### src/rtl/div_dp_round.sv
// div_dp_round: normalize, RNE round and binary64 pack after the divider.
// Three-stage valid/ready pipeline sharing one global stall.
module div_dp_round #(
  parameter int EXP_W = 13,
  parameter int Q_W   = 56
) (
  input  logic             clk,
  input  logic             reset,
  input  logic             in_valid,
  output logic             in_ready,
  input  logic             in_sign,
  input  logic [EXP_W-1:0] in_exp,
  input  logic [Q_W-1:0]   in_quot,
  input  logic             in_sticky,
  input  logic [1:0]       in_class,
  output logic             out_valid,
  input  logic             out_ready,
  output logic [63:0]      o_z
);

  localparam int EW = EXP_W + 1;
  localparam logic [EW-1:0] BIAS = EW'(1023);
  localparam logic [EW-1:0] EMAX = EW'(2047);
  localparam logic [EW-1:0] EZERO = '0;

  localparam logic [1:0] C_NORM = 2'b00;
  localparam logic [1:0] C_ZERO = 2'b01;
  localparam logic [1:0] C_INF  = 2'b10;
  localparam logic [1:0] C_NAN  = 2'b11;

  logic stall;
  logic adv;

  // stage 1 state
  logic          v1_q;
  logic          sign1_q;
  logic [1:0]    cls1_q;
  logic [EW-1:0] e1_q;
  logic [51:0]   mant1_q;
  logic          g1_q, r1_q, s1_q;

  // stage 2 state
  logic          v2_q;
  logic          sign2_q;
  logic [1:0]    cls2_q;
  logic [EW-1:0] e2_q;
  logic [51:0]   mant2_q;

  // stage 3 state
  logic          v3_q;
  logic [63:0]   z_q;

  // next-state values
  logic [Q_W-1:0] n_d;
  logic [EW-1:0]  e1_d;
  logic [EW-1:0]  e2_d;
  logic [51:0]    mant2_d;
  logic           inc;
  logic [52:0]    m53;
  logic [EW-1:0]  ebias;
  logic [63:0]    z_d;

  assign stall     = v3_q & ~out_ready;
  assign adv       = ~stall;
  assign in_ready  = ~stall;
  assign out_valid = v3_q;
  assign o_z       = z_q;

  // normalize: make the leading one sit at bit Q_W-1
  always_comb begin
    n_d  = in_quot;
    e1_d = {in_exp[EXP_W-1], in_exp};
    if (!in_quot[Q_W-1]) begin
      n_d  = in_quot << 1;
      e1_d = {in_exp[EXP_W-1], in_exp} - EW'(1);
    end
  end

  // round to nearest even; mantissa carry bumps the exponent
  always_comb begin
    inc     = g1_q & (r1_q | s1_q | mant1_q[0]);
    m53     = {1'b0, mant1_q} + 53'(inc);
    mant2_d = m53[51:0];
    e2_d    = e1_q;
    if (m53[52]) begin
      mant2_d = '0;
      e2_d    = e1_q + EW'(1);
    end
  end

  // pack into binary64 with overflow to inf and flush to zero
  always_comb begin
    ebias = e2_q + BIAS;
    z_d   = {sign2_q, 63'h0};
    unique case (cls2_q)
      C_NORM: begin
        if ($signed(ebias) >= $signed(EMAX))
          z_d = {sign2_q, 11'h7FF, 52'h0};
        else if ($signed(ebias) <= $signed(EZERO))
          z_d = {sign2_q, 63'h0};
        else
          z_d = {sign2_q, ebias[10:0], mant2_q};
      end
      C_ZERO: z_d = {sign2_q, 63'h0};
      C_INF:  z_d = {sign2_q, 11'h7FF, 52'h0};
      C_NAN:  z_d = 64'h7FF8_0000_0000_0000;
      default: z_d = {sign2_q, 63'h0};
    endcase
  end

  // stage 1 register: capture normalized fields
  always_ff @(posedge clk or posedge reset) begin
    if (reset) begin
      v1_q    <= 1'b0;
      sign1_q <= 1'b0;
      cls1_q  <= '0;
      e1_q    <= '0;
      mant1_q <= '0;
      g1_q    <= 1'b0;
      r1_q    <= 1'b0;
      s1_q    <= 1'b0;
    end else if (adv) begin
      v1_q    <= in_valid;
      sign1_q <= in_sign;
      cls1_q  <= in_class;
      e1_q    <= e1_d;
      mant1_q <= n_d[Q_W-2:Q_W-53];
      g1_q    <= n_d[Q_W-54];
      r1_q    <= n_d[Q_W-55];
      s1_q    <= (|n_d[Q_W-56:0]) | in_sticky;
    end
  end

  // stage 2 register: rounded mantissa and exponent
  always_ff @(posedge clk or posedge reset) begin
    if (reset) begin
      v2_q    <= 1'b0;
      sign2_q <= 1'b0;
      cls2_q  <= '0;
      e2_q    <= '0;
      mant2_q <= '0;
    end else if (adv) begin
      v2_q    <= v1_q;
      sign2_q <= sign1_q;
      cls2_q  <= cls1_q;
      e2_q    <= e2_d;
      mant2_q <= mant2_d;
    end
  end

  // stage 3 register: result word, held across bubbles and stalls
  always_ff @(posedge clk or posedge reset) begin
    if (reset) begin
      v3_q <= 1'b0;
      z_q  <= '0;
    end else if (adv) begin
      v3_q <= v2_q;
      if (v2_q) z_q <= z_d;
    end
  end

endmodule

### config.mk
export PLATFORM = sky130hd
export DESIGN_NAME = div_dp_round
export DESIGN_NICKNAME = d
export VERILOG_FILES = /design/src/rtl/div_dp_round.sv
export SDC_FILE = /design/constraint.sdc
export NUM_CORES = 1
export LEC_CHECK = 0
export ABC_AREA = 1
export BUFFER_PORTS_ARGS = -buffer_cell sky130_fd_sc_hd__buf_4
export CAP_MARGIN = 20
export CORE_AREA = 2 2 145 147
export CTS_CLUSTER_DIAMETER = 40
export DETAILED_ROUTE_END_ITERATION = 6
export DIE_AREA = 0 0 147 149
export PLACE_DENSITY = 0.72
export SYNTH_ARGS = -nofsm -noshare
export SYNTH_HDL_FRONTEND = slang
export SYNTH_SLANG_ARGS = --single-unit
### constraint.sdc
create_clock -name clk -period 8.3 [get_ports clk]
set_clock_uncertainty 0.1 [all_clocks]
set_input_delay 0.83 -clock clk [delete_from_list [all_inputs] [get_ports clk]]
set_output_delay 0.83 -clock clk [all_outputs]
set_load 0.05 [all_outputs]
==> results of run 1 <==
[path summary, 6_finish.rpt]
path	slack (ns)	end	cells after the start
worst max-delay path	4.34	o_z[12]	8
worst min-delay path	0.38	o_z[63]	2
worst max register to register	4.34	o_z[12]	8
worst min register to register	0.38	o_z[63]	2
max in group asynchronous	6.20	mant2_q[0]	3
min in group asynchronous	0.43	o_z[8]	2
[routing by layer]
layer	up-vias	share of wire, %	track usage [%]
li1	4941	-	-
met4	0	2.2	7.07
met2	402	42	39.0
met1	4735	49	43.2
met3	47	7.4	3.55
met5	-	0	0
[area by class of cell]
cell class                      instances  area (um^2)  share of cell area [%]
Sequential cell                       208         5200                    39.2
Tap cell                              275          344                    2.59
Inverter                              181          688                    5.18
Clock buffer                           35          778                    5.86
Timing Repair Buffer                  149         1120                    8.42
Multi-Input combinational cell        996         4910                    36.9
Clock inverter                         17          240                    1.81
[critical path, delay by kind of cell (launching register included)]
| kind | cells | cell delay [ns] |
|---|---|---|
| compound gates | 1 | 0.46 |
| buf+inv | 3 | 1.01 |
| flops | 1 | 0.38 |
| simple gates | 4 | 1.86 |
[through the flow]
stage	utilization, %	power (mW)	area (um^2)	hold WS (ns)
after floorplan	-	2.80	11100	0.342
after global placement	59.6	3.28	12300	0.359
after detailed placement	59.6	3.32	12300	0.365
after CTS	64.6	4.61	13300	0.378
after global routing	64.6	4.89	13300	0.401
final	64.6	4.60	13300	0.375
[logic make-up after synthesis]
kind of cell | count (synthesis) | synth area share, %
buffers and inverters | 243 | 8.64
adder cells (fa/ha/maj) | 5 | 0.566
flip-flops | 208 | 47.1
AO/OA/AOI/OAI | 293 | 15.0
AND/OR/NAND/NOR | 659 | 25.5
XOR/XNOR | 39 | 3.26
[report_power, final]
group          internal, mW  switching, mW  total (mW)
Combinational         0.506           1.21        1.72
Sequential             1.35          0.252        1.61
Clock                 0.805          0.472        1.28
[flip-flops by register name, indices dropped and copies added, names as in the netlist]
| register | cells |
|---|---|
| v2_q | 1 |
| sign2_q | 1 |
| mant2_q | 52 |
| mant1_q | 52 |
| o_z | 64 |
| e1_q | 14 |
| cls1_q | 2 |
| g1_q | 1 |
| v1_q | 1 |
| sign1_q | 1 |
| s1_q | 1 |
| r1_q | 1 |
| cls2_q | 2 |
| out_valid | 1 |
| e2_q | 14 |
[layout by cell type (no fill, tap or decap), types with 14 or more instances in the layout]
master     count
nor3_1        20
nand2_1      370
nand4_1       21
clkbuf_16     29
dfrtp_1      208
buf_4        149
inv_1        173
a22oi_1       39
nand3_1       78
o21ai_0      121
xor2_1        34
a21oi_1       88
nor2_1       128
o22ai_1       14
==> reports/qor.csv, run 1 <==
stage;metric;value;unit
run_status;status;finished, final reports clean;
place;numPortBuffers;142;
power;peakVddDrop;0.187;mV
yosys;syn_inst;1447;
sta;relSlewSlack;37.9;%
yosys;synth-main-ff-cell;dfrtp_1;
layout;nets;1646;
yosys;syn-cell-area;11100;um^2
sta;finalWorstSetupSlack;4.34;ns
clock_network;clock-sinks;208;
route;drtAntennaViolNets;0;
clock_network;cts_hold_buf;0;
global_routing;grt_max_degree;139;
global_routing;grt_usage;27.1;%
setup_path;crit_path_frequent_cell;nor2_1;
yosys;synth.top_cell.area_share;47.1;%
route;drc;0;
setup_path;r2r-start;out_valid;
place;dp.cells;1809;
setup_path;start_kind;flip-flop;
clock_network;path_clk_slew;0.06;ns
floorplan;die_w;147;um
floorplan;dieHeight;149;um
route;vias;10100;
yosys;synth.most_common_cell;nand2_1;
global_routing;antenna_found_initial;0;
power;power_leakage;6.50;nW
sta;tightest_slew;0.932;ns
sta;hold_viol;0;
worst_hold_path;worst_hold_startpoint;sign2_q;
sta;rsz0062_at_grt;no;
power;p_per_area;347;nW/um^2
run;maxCapViolCount;0;
clock_network;insertion_delay;0.53;ns
sta;setup_viol;0;
floorplan;io_pins;143;
route;wire_per_inst;15.9;um
global_routing;grt-ovfl-total;0;
setup_path;cp-startpoint;out_valid;
sta;tns;0;ns
layout;layout-drive-gt1-share;15.8;%
layout;instances_no_fill;1861;
floorplan;start_util;53.8;%
layout;area_growth_syn_to_layout;20.1;%
yosys;avgSynthCellArea;7.64;um^2
setup_path;cp.required;8.61;ns
clock_network;cts_buffers;28;
setup_path;cp.arrival;4.27;ns
place;post-place-ws;3.81;ns
setup_path;end_kind;flip-flop;
yosys;synthTopCellsByCount;nand2_1 (370), dfrtp_1 (208), inv_1 (175), nor2_1 (129), o21ai_0 (121);
setup_path;path_max_fanout;71;
route;via_per_inst;5.44;
yosys;ys_types;40;
floorplan;std_cell_rows;53;
clock_network;clock-root-buffer;clkbuf_16;
global_routing;grt_pass1_vias;9188;
yosys;synth_edf_count;0;
setup_path;crit_path_top_delay_cell;nand3_2;
yosys;synth.top_cells.by_area;dfrtp_1 (47%), nand2_1 (13%), inv_1 (5.9%);
sta;period_share;47.7;%
sta;fmax;253;MHz
yosys;synth_fp_nets;1529;
layout;n_fill_cell;1865;
setup_path;crit_type;reg2reg;
sta;maxSlewViolCount;0;
clock_network;cts_max_level;1;
clock_network;cts_buffer_depth;3;
yosys;async_flop_share;100;%
layout;num_antenna_cells;0;
clock_network;cts_resized;0;
sta;fin_crit;3.96;ns
setup_path;cp_cell_sequence;inv_1 > nor2_4 > buf_4 > nor2_1 > inv_2 > nor2_1 > nand3_2 > o21ai_0;
yosys;yosys.area.top_type;dfrtp_1;
worst_hold_path;hp-class;reg2reg;
global_routing;grt_pass1_wl;47700;um
place;dp_hpwl;21000;um
floorplan;dieArea;21900;um^2
yosys;ys_warn_count;0;
yosys;ys_ff_latch;208;
clock_network;cts_tree;done;
setup_path;max_stage_delay;0.76;ns
floorplan;core_area;20600;um^2
place;place.gp.congestion;1.01;
route;dr.pass1.iters;7;
clock_network;post_cts_buffers;0;
route;drt-initial-drc-count;911;
yosys;yosysSeqAreaShare;47.1;%
route;drt_wl_total;29600;um
No activity file was read; power rests on OpenSTA's default activity.
==> run 2: changes to the inputs <==
clock period = 3.9 ns   (was 8.3 ns; I/O delays follow)
==> run 2 against run 1 <==
  * Clock-buffer cell count shrank 2
  * First-iteration DRC count decreased by 13%
  * Setup slack worse by 3.6 ns
  * Utilization increased by 0.067 points
  * Total power rose by 110%
  * Critical path depth up 6
  * Critical endpoint is now o_z[26]
  * Largest power group unchanged
==> reports/qor.csv, run 2 (synthesis gave the netlist of run 1 again) <==
stage;metric;value;unit;change
layout;largest_reg_flops;64;;unchanged
sta;setup_viol;0;;unchanged
setup_path;r2r-start;e2_q[0];;
floorplan;dieHeight;149;um;unchanged
floorplan;std_cell_rows;53;;unchanged
route;dr.pass1.iters;5;;-2
power;power_leakage;6.51;nW;+0.13%
global_routing;grt-ovfl-total;0;;unchanged
setup_path;rr_endpoint;o_z[26];;
floorplan;start_util;53.8;%;unchanged
floorplan;core_area;20600;um^2;unchanged
worst_hold_path;worstHoldEndpoint;mant1_q[21];;
sta;finalWorstSetupSlack;0.726;ns;-3.61 ns
layout;layout_commonest_cell;nand2_1;;
worst_hold_path;hp-class;in2reg;;
clock_network;cts_tree;done;;
layout;area_growth_syn_to_layout;20.2;%;
power;peakVddDrop;0.316;mV;+70%
global_routing;grt_pass1_wl;48100;um;+0.85%
clock_network;cts_hold_buf;6;;+6
run;maxCapViolCount;0;;unchanged
layout;mostFrequentLayoutCells;nand2_1 (370), dfrtp_1 (208), inv_1 (173), buf_4 (152), nor2_1 (128);;
setup_path;path_max_fanout;49;;-31%
clock_network;post_cts_buffers;0;;unchanged
floorplan;io_pins;143;;unchanged
place;place.gp.congestion;0.930;;-8.3%
sta;rsz0062_at_grt;no;;
route;drc;0;;unchanged
clock_network;insertion_delay;0.53;ns;about the same
place;post-place-ws;0.703;ns;-3.10 ns
setup_path;end_kind;flip-flop;;
global_routing;grt_usage;27.2;%;+0.17 points
layout;num_antenna_cells;0;;unchanged
layout;layout-drive-gt1-share;15.9;%;+0.17 points
route;drt-initial-drc-count;795;;-13%
setup_path;cp.arrival;3.49;ns;-0.78 ns
clock_network;cts_buffers;27;;-3.6%
sta;maxSlewViolCount;0;;unchanged
setup_path;r2r_cells;14;;+6
sta;fin_crit;3.17;ns;-0.785 ns
sta;hold_viol;0;;unchanged
floorplan;dieArea;21900;um^2;unchanged
global_routing;grt_max_degree;109;;-22%
clock_network;clock-sinks;208;;unchanged
sta;fmax;315;MHz;+25%
power;p_per_area;724;nW/um^2;+110%
place;numPortBuffers;142;;unchanged
route;drtAntennaViolNets;0;;unchanged
power;p_total;9.62;mW;+110%
clock_network;clock-root-buffer;clkbuf_16;;
setup_path;crit_type;reg2reg;;
sta;tns;0;ns;unchanged
clock_network;cts_resized;0;;unchanged
sta;tightest_slew;0.922;ns;-0.0102 ns
global_routing;grt_pass1_vias;9166;;-0.24%
sta;hold_slack;0.0191;ns;-0.356 ns
route;via_per_inst;5.37;;-1.4%
sta;relSlewSlack;38.5;%;+0.61 points
layout;n_fill_cell;1859;;-0.32%
setup_path;cp.required;4.21;ns;-4.40 ns
clock_network;cts_max_level;1;;unchanged
worst_hold_path;whs_path_depth;3;;+1
run_status;status;finished, final reports clean;;
layout;nets;1655;;+0.55%
global_routing;antenna_found_initial;0;;unchanged
clock_network;path_clk_slew;0.06;ns;about the same
floorplan;die_w;147;um;unchanged
setup_path;start_kind;flip-flop;;
worst_hold_path;worst_hold_startpoint;in_quot[23];;
sta;period_share;81.4;%;+34 points
setup_path;r2r_slack;0.73;ns;-3.61 ns
route;wire_per_inst;16.0;um;+0.90%
clock_network;cts_buffer_depth;3;;unchanged
place;dp_hpwl;22100;um;+5.0%
route;drt_wl_total;30000;um;+1.3%
route;vias;10000;;-0.94%
-- run 2: cell type report --
cell class                 count  area (um^2)  area share (%)
sequential                   208         5200            39.2
multi-input combinational    996         4910            36.9
timing repair buffer         159         1220            9.19
clock buffer                  33          748            5.63
inverter                     181          684            5.15
tap                          275          344            2.59
clock inverter                17          185            1.39
-- run 2: metal layers --
layer  up-vias  wire length, um  GRT usage, %
met4         0              583          6.35
li1       4954                -             -
met5         -                0             0
met2       349            12600          39.4
met1      4686            14900          43.8
met3        41             1930          3.33
-- run 2: stage by stage --
stage | util (%) | cell area [um^2] | instances
6_report | 64.7 | 13300 | 1869
3_3_place_gp | 59.8 | 12300 | 1813
4_1_cts | 64.7 | 13300 | 1869
2_1_floorplan | - | 11100 | 1447
5_1_grt | 64.7 | 13300 | 1869
3_5_place_dp | 59.8 | 12300 | 1813
-- run 2: critical path: stages, from the launching register on --
cell     delay (ns)
dfrtp_1        0.39
inv_1          0.16
ha_1           0.23
nand2_2        0.09
nor2_2         0.18
nand2_1        0.10
nand2_1        0.06
nand2_1        0.07
nand2_1        0.07
nor2_1         0.04
nand3_1        0.07
nand2_1        0.08
nand2_2        0.21
nand3_2        0.74
o21ai_0        0.46
-- run 2: power breakdown --
part,switching (mW),internal [mW],total (mW)
Clock,0.992,1.52,2.52
Sequential,0.539,2.88,3.42
Combinational,2.60,1.09,3.69
Total,4.13,5.50,9.62
-- run 2: worst max path at each step --
stage	slack [ns]	from	to
2_1_floorplan	0.71	reset	cls1_q[0]
3_3_place_gp	0.83	e2_q[0]	o_z[24]
3_5_place_dp	0.70	e2_q[0]	o_z[18]
4_1_cts	0.69	e2_q[0]	o_z[26]
5_1_grt	0.27	e2_q[0]	o_z[18]
6_report	0.73	e2_q[0]	o_z[26]
==> run 3: changes to the inputs <==
clock period = 3.23 ns   (was 3.9 ns; I/O delays follow)
==> run 3 against run 2 <==
  * Die area unchanged
  * Register-to-register slack worse by 0.30 ns
  * Clock power increased by 27%
  * Routed wire length is 9.7% higher
  * Design area rose by 7.8%
  * First-iteration DRC count increased by 3.3%
  * Setup slack got worse by 0.36 ns
  * Clock-buffer cell count grew 2
  * Total power grew 25%
  * Cell count grew 5.2%
  * Critical endpoint is now mant1_q[41]
  * Highest routed layer unchanged
==> reports/qor.csv, run 3 (synthesis gave the netlist of run 1 again) <==
stage;metric;value;unit;change
run_status;status;finished, final reports clean;;
place;place.gp.congestion;0.955;;+2.8%
layout;layout-drive-gt1-share;15.4;%;-0.50 points
clock_network;cts_resized;0;;unchanged
route;vias;10600;;+5.7%
sta;relSlewSlack;38.6;%;+0.14 points
worst_hold_path;hp-class;in2reg;;
power;peakVddDrop;0.413;mV;+30%
layout;mostFrequentLayoutCells;nand2_1 (370), dfrtp_1 (208), inv_1 (173), buf_4 (150), nor2_1 (128);;
route;drt_wl_total;32900;um;+9.7%
route;drc;0;;unchanged
setup_path;crit_type;in2reg;;
place;post-place-ws;0.591;ns;-0.113 ns
layout;layout_commonest_cell;nand2_1;;
setup_path;cp.required;3.56;ns;-0.65 ns
clock_network;path_clk_slew;0.06;ns;about the same
route;wire_per_inst;16.7;um;+4.3%
floorplan;std_cell_rows;53;;unchanged
setup_path;end_kind;flip-flop;;
place;dp.cells;1817;;+0.22%
global_routing;grt_pass1_wl;53100;um;+10%
layout;fin_util;69.7;%;+5.0 points
sta;hold_viol;0;;unchanged
layout;area_growth_syn_to_layout;29.6;%;
floorplan;dieHeight;149;um;unchanged
power;p_per_area;840;nW/um^2;+16%
place;dp_hpwl;22700;um;+2.7%
clock_network;clock-root-buffer;clkbuf_16;;
setup_path;r2r_slack;0.43;ns;-0.30 ns
global_routing;grt-ovfl-total;0;;unchanged
layout;instances_no_fill;1966;;+5.2%
clock_network;cts_hold_buf;93;;+87
clock_network;cts_buffers;31;;+15%
setup_path;cp.arrival;3.19;ns;-0.30 ns
layout;largest_reg_flops;64;;unchanged
clock_network;cts_tree;done;;
floorplan;dieArea;21900;um^2;unchanged
sta;rsz0062_at_grt;no;;
floorplan;io_pins;143;;unchanged
sta;fin_crit;2.86;ns;
sta;period_share;88.6;%;
sta;maxSlewViolCount;0;;unchanged
setup_path;path_max_fanout;76;;+55%
setup_path;start_kind;primary input;;
global_routing;grt_max_degree;77;;-29%
worst_hold_path;whs_path_depth;5;;+2
floorplan;core_area;20600;um^2;unchanged
floorplan;start_util;53.8;%;unchanged
global_routing;antenna_found_initial;0;;unchanged
global_routing;grt_pass1_vias;10200;;+11%
sta;setup_viol;0;;unchanged
global_routing;grt_usage;30.3;%;+3.1 points
place;numPortBuffers;142;;unchanged
setup_path;r2r_cells;7;;-7
sta;hold_slack;0.0164;ns;-0.00267 ns
clock_network;insertion_delay;0.55;ns;+0.02 ns
route;drt-initial-drc-count;821;;+3.3%
place;placed_area;12400;um^2;+0.85%
layout;nets;1750;;+5.7%
setup_path;cp-startpoint;out_ready;;
clock_network;cts_max_level;1;;unchanged
layout;stdcell_area;14300;um^2;+7.8%
setup_path;r2r-start;out_valid;;
clock_network;clock-sinks;208;;unchanged
clock_network;cts_buffer_depth;3;;unchanged
clock_network;post_cts_buffers;0;;unchanged
floorplan;die_w;147;um;unchanged
power;p_total;12.0;mW;+25%
layout;num_antenna_cells;0;;unchanged
route;drtAntennaViolNets;0;;unchanged
sta;fmax;349;MHz;
run;maxCapViolCount;0;;unchanged
route;via_per_inst;5.39;;+0.44%
sta;tightest_slew;0.919;ns;-0.00295 ns
sta;tns;0;ns;unchanged
route;dr.pass1.iters;5;;unchanged
sta;finalWorstSetupSlack;0.368;ns;-0.359 ns
worst_hold_path;worst_hold_startpoint;in_exp[3];;
power;power_leakage;6.93;nW;+6.5%
[run 3: changes by cell type in the layout (fill, tap and decap cells not counted), sizes merged]
cell,previous run,this run
dlygate4sd3,6,93
inv,185,190
buf,153,157
clkinv,9,5
clkinvlp,2,6
clkbuf,33,35
bufinv,2,1
[run 3: area by class of cell]
type	instances	area (um^2)
sequential	208	5200
clock buffer	35	791
tap	275	344
inverter	181	684
timing repair buffer	250	2200
clock inverter	21	201
fill	1726	6230
multi-input combinational	996	4910
[run 3: critical path: stages]
cell and delay, ns:
dlygate4sd3_1 0.54, buf_4 0.15, nor2_4 0.28, clkinv_2 0.59, buf_12 0.45, nor2_1 0.17
a21oi_1 0.07, dlygate4sd3_1 0.58
[run 3: worst paths after layout]
kind                                to
hold / removal                 e1_q[3]
setup / recovery           mant1_q[41]
max in group asynchronous      e1_q[7]
min in group asynchronous      o_z[10]
setup reg to reg           mant1_q[41]
hold reg to reg                o_z[63]
[run 3: routing by layer]
| metal | wire length [um] | up-vias | global-route usage (%) | part of all wire (%) |
|---|---|---|---|---|
| li1 | - | 5161 | - | - |
| met1 | 15600 | 4974 | 46.4 | 47 |
| met2 | 14600 | 420 | 46.3 | 44 |
| met3 | 2270 | 42 | 4.19 | 6.9 |
| met4 | 480 | 0 | 6.54 | 1.5 |
| met5 | 0 | - | 0 | 0 |
[run 3: where the power goes]
| part | total, mW | internal, mW | leakage (nW) | switching [mW] |
|---|---|---|---|---|
| Combinational | 4.70 | 1.49 | 3.92 | 3.22 |
| Sequential | 4.14 | 3.48 | 2.54 | 0.661 |
| Clock | 3.20 | 1.89 | 0.474 | 1.31 |
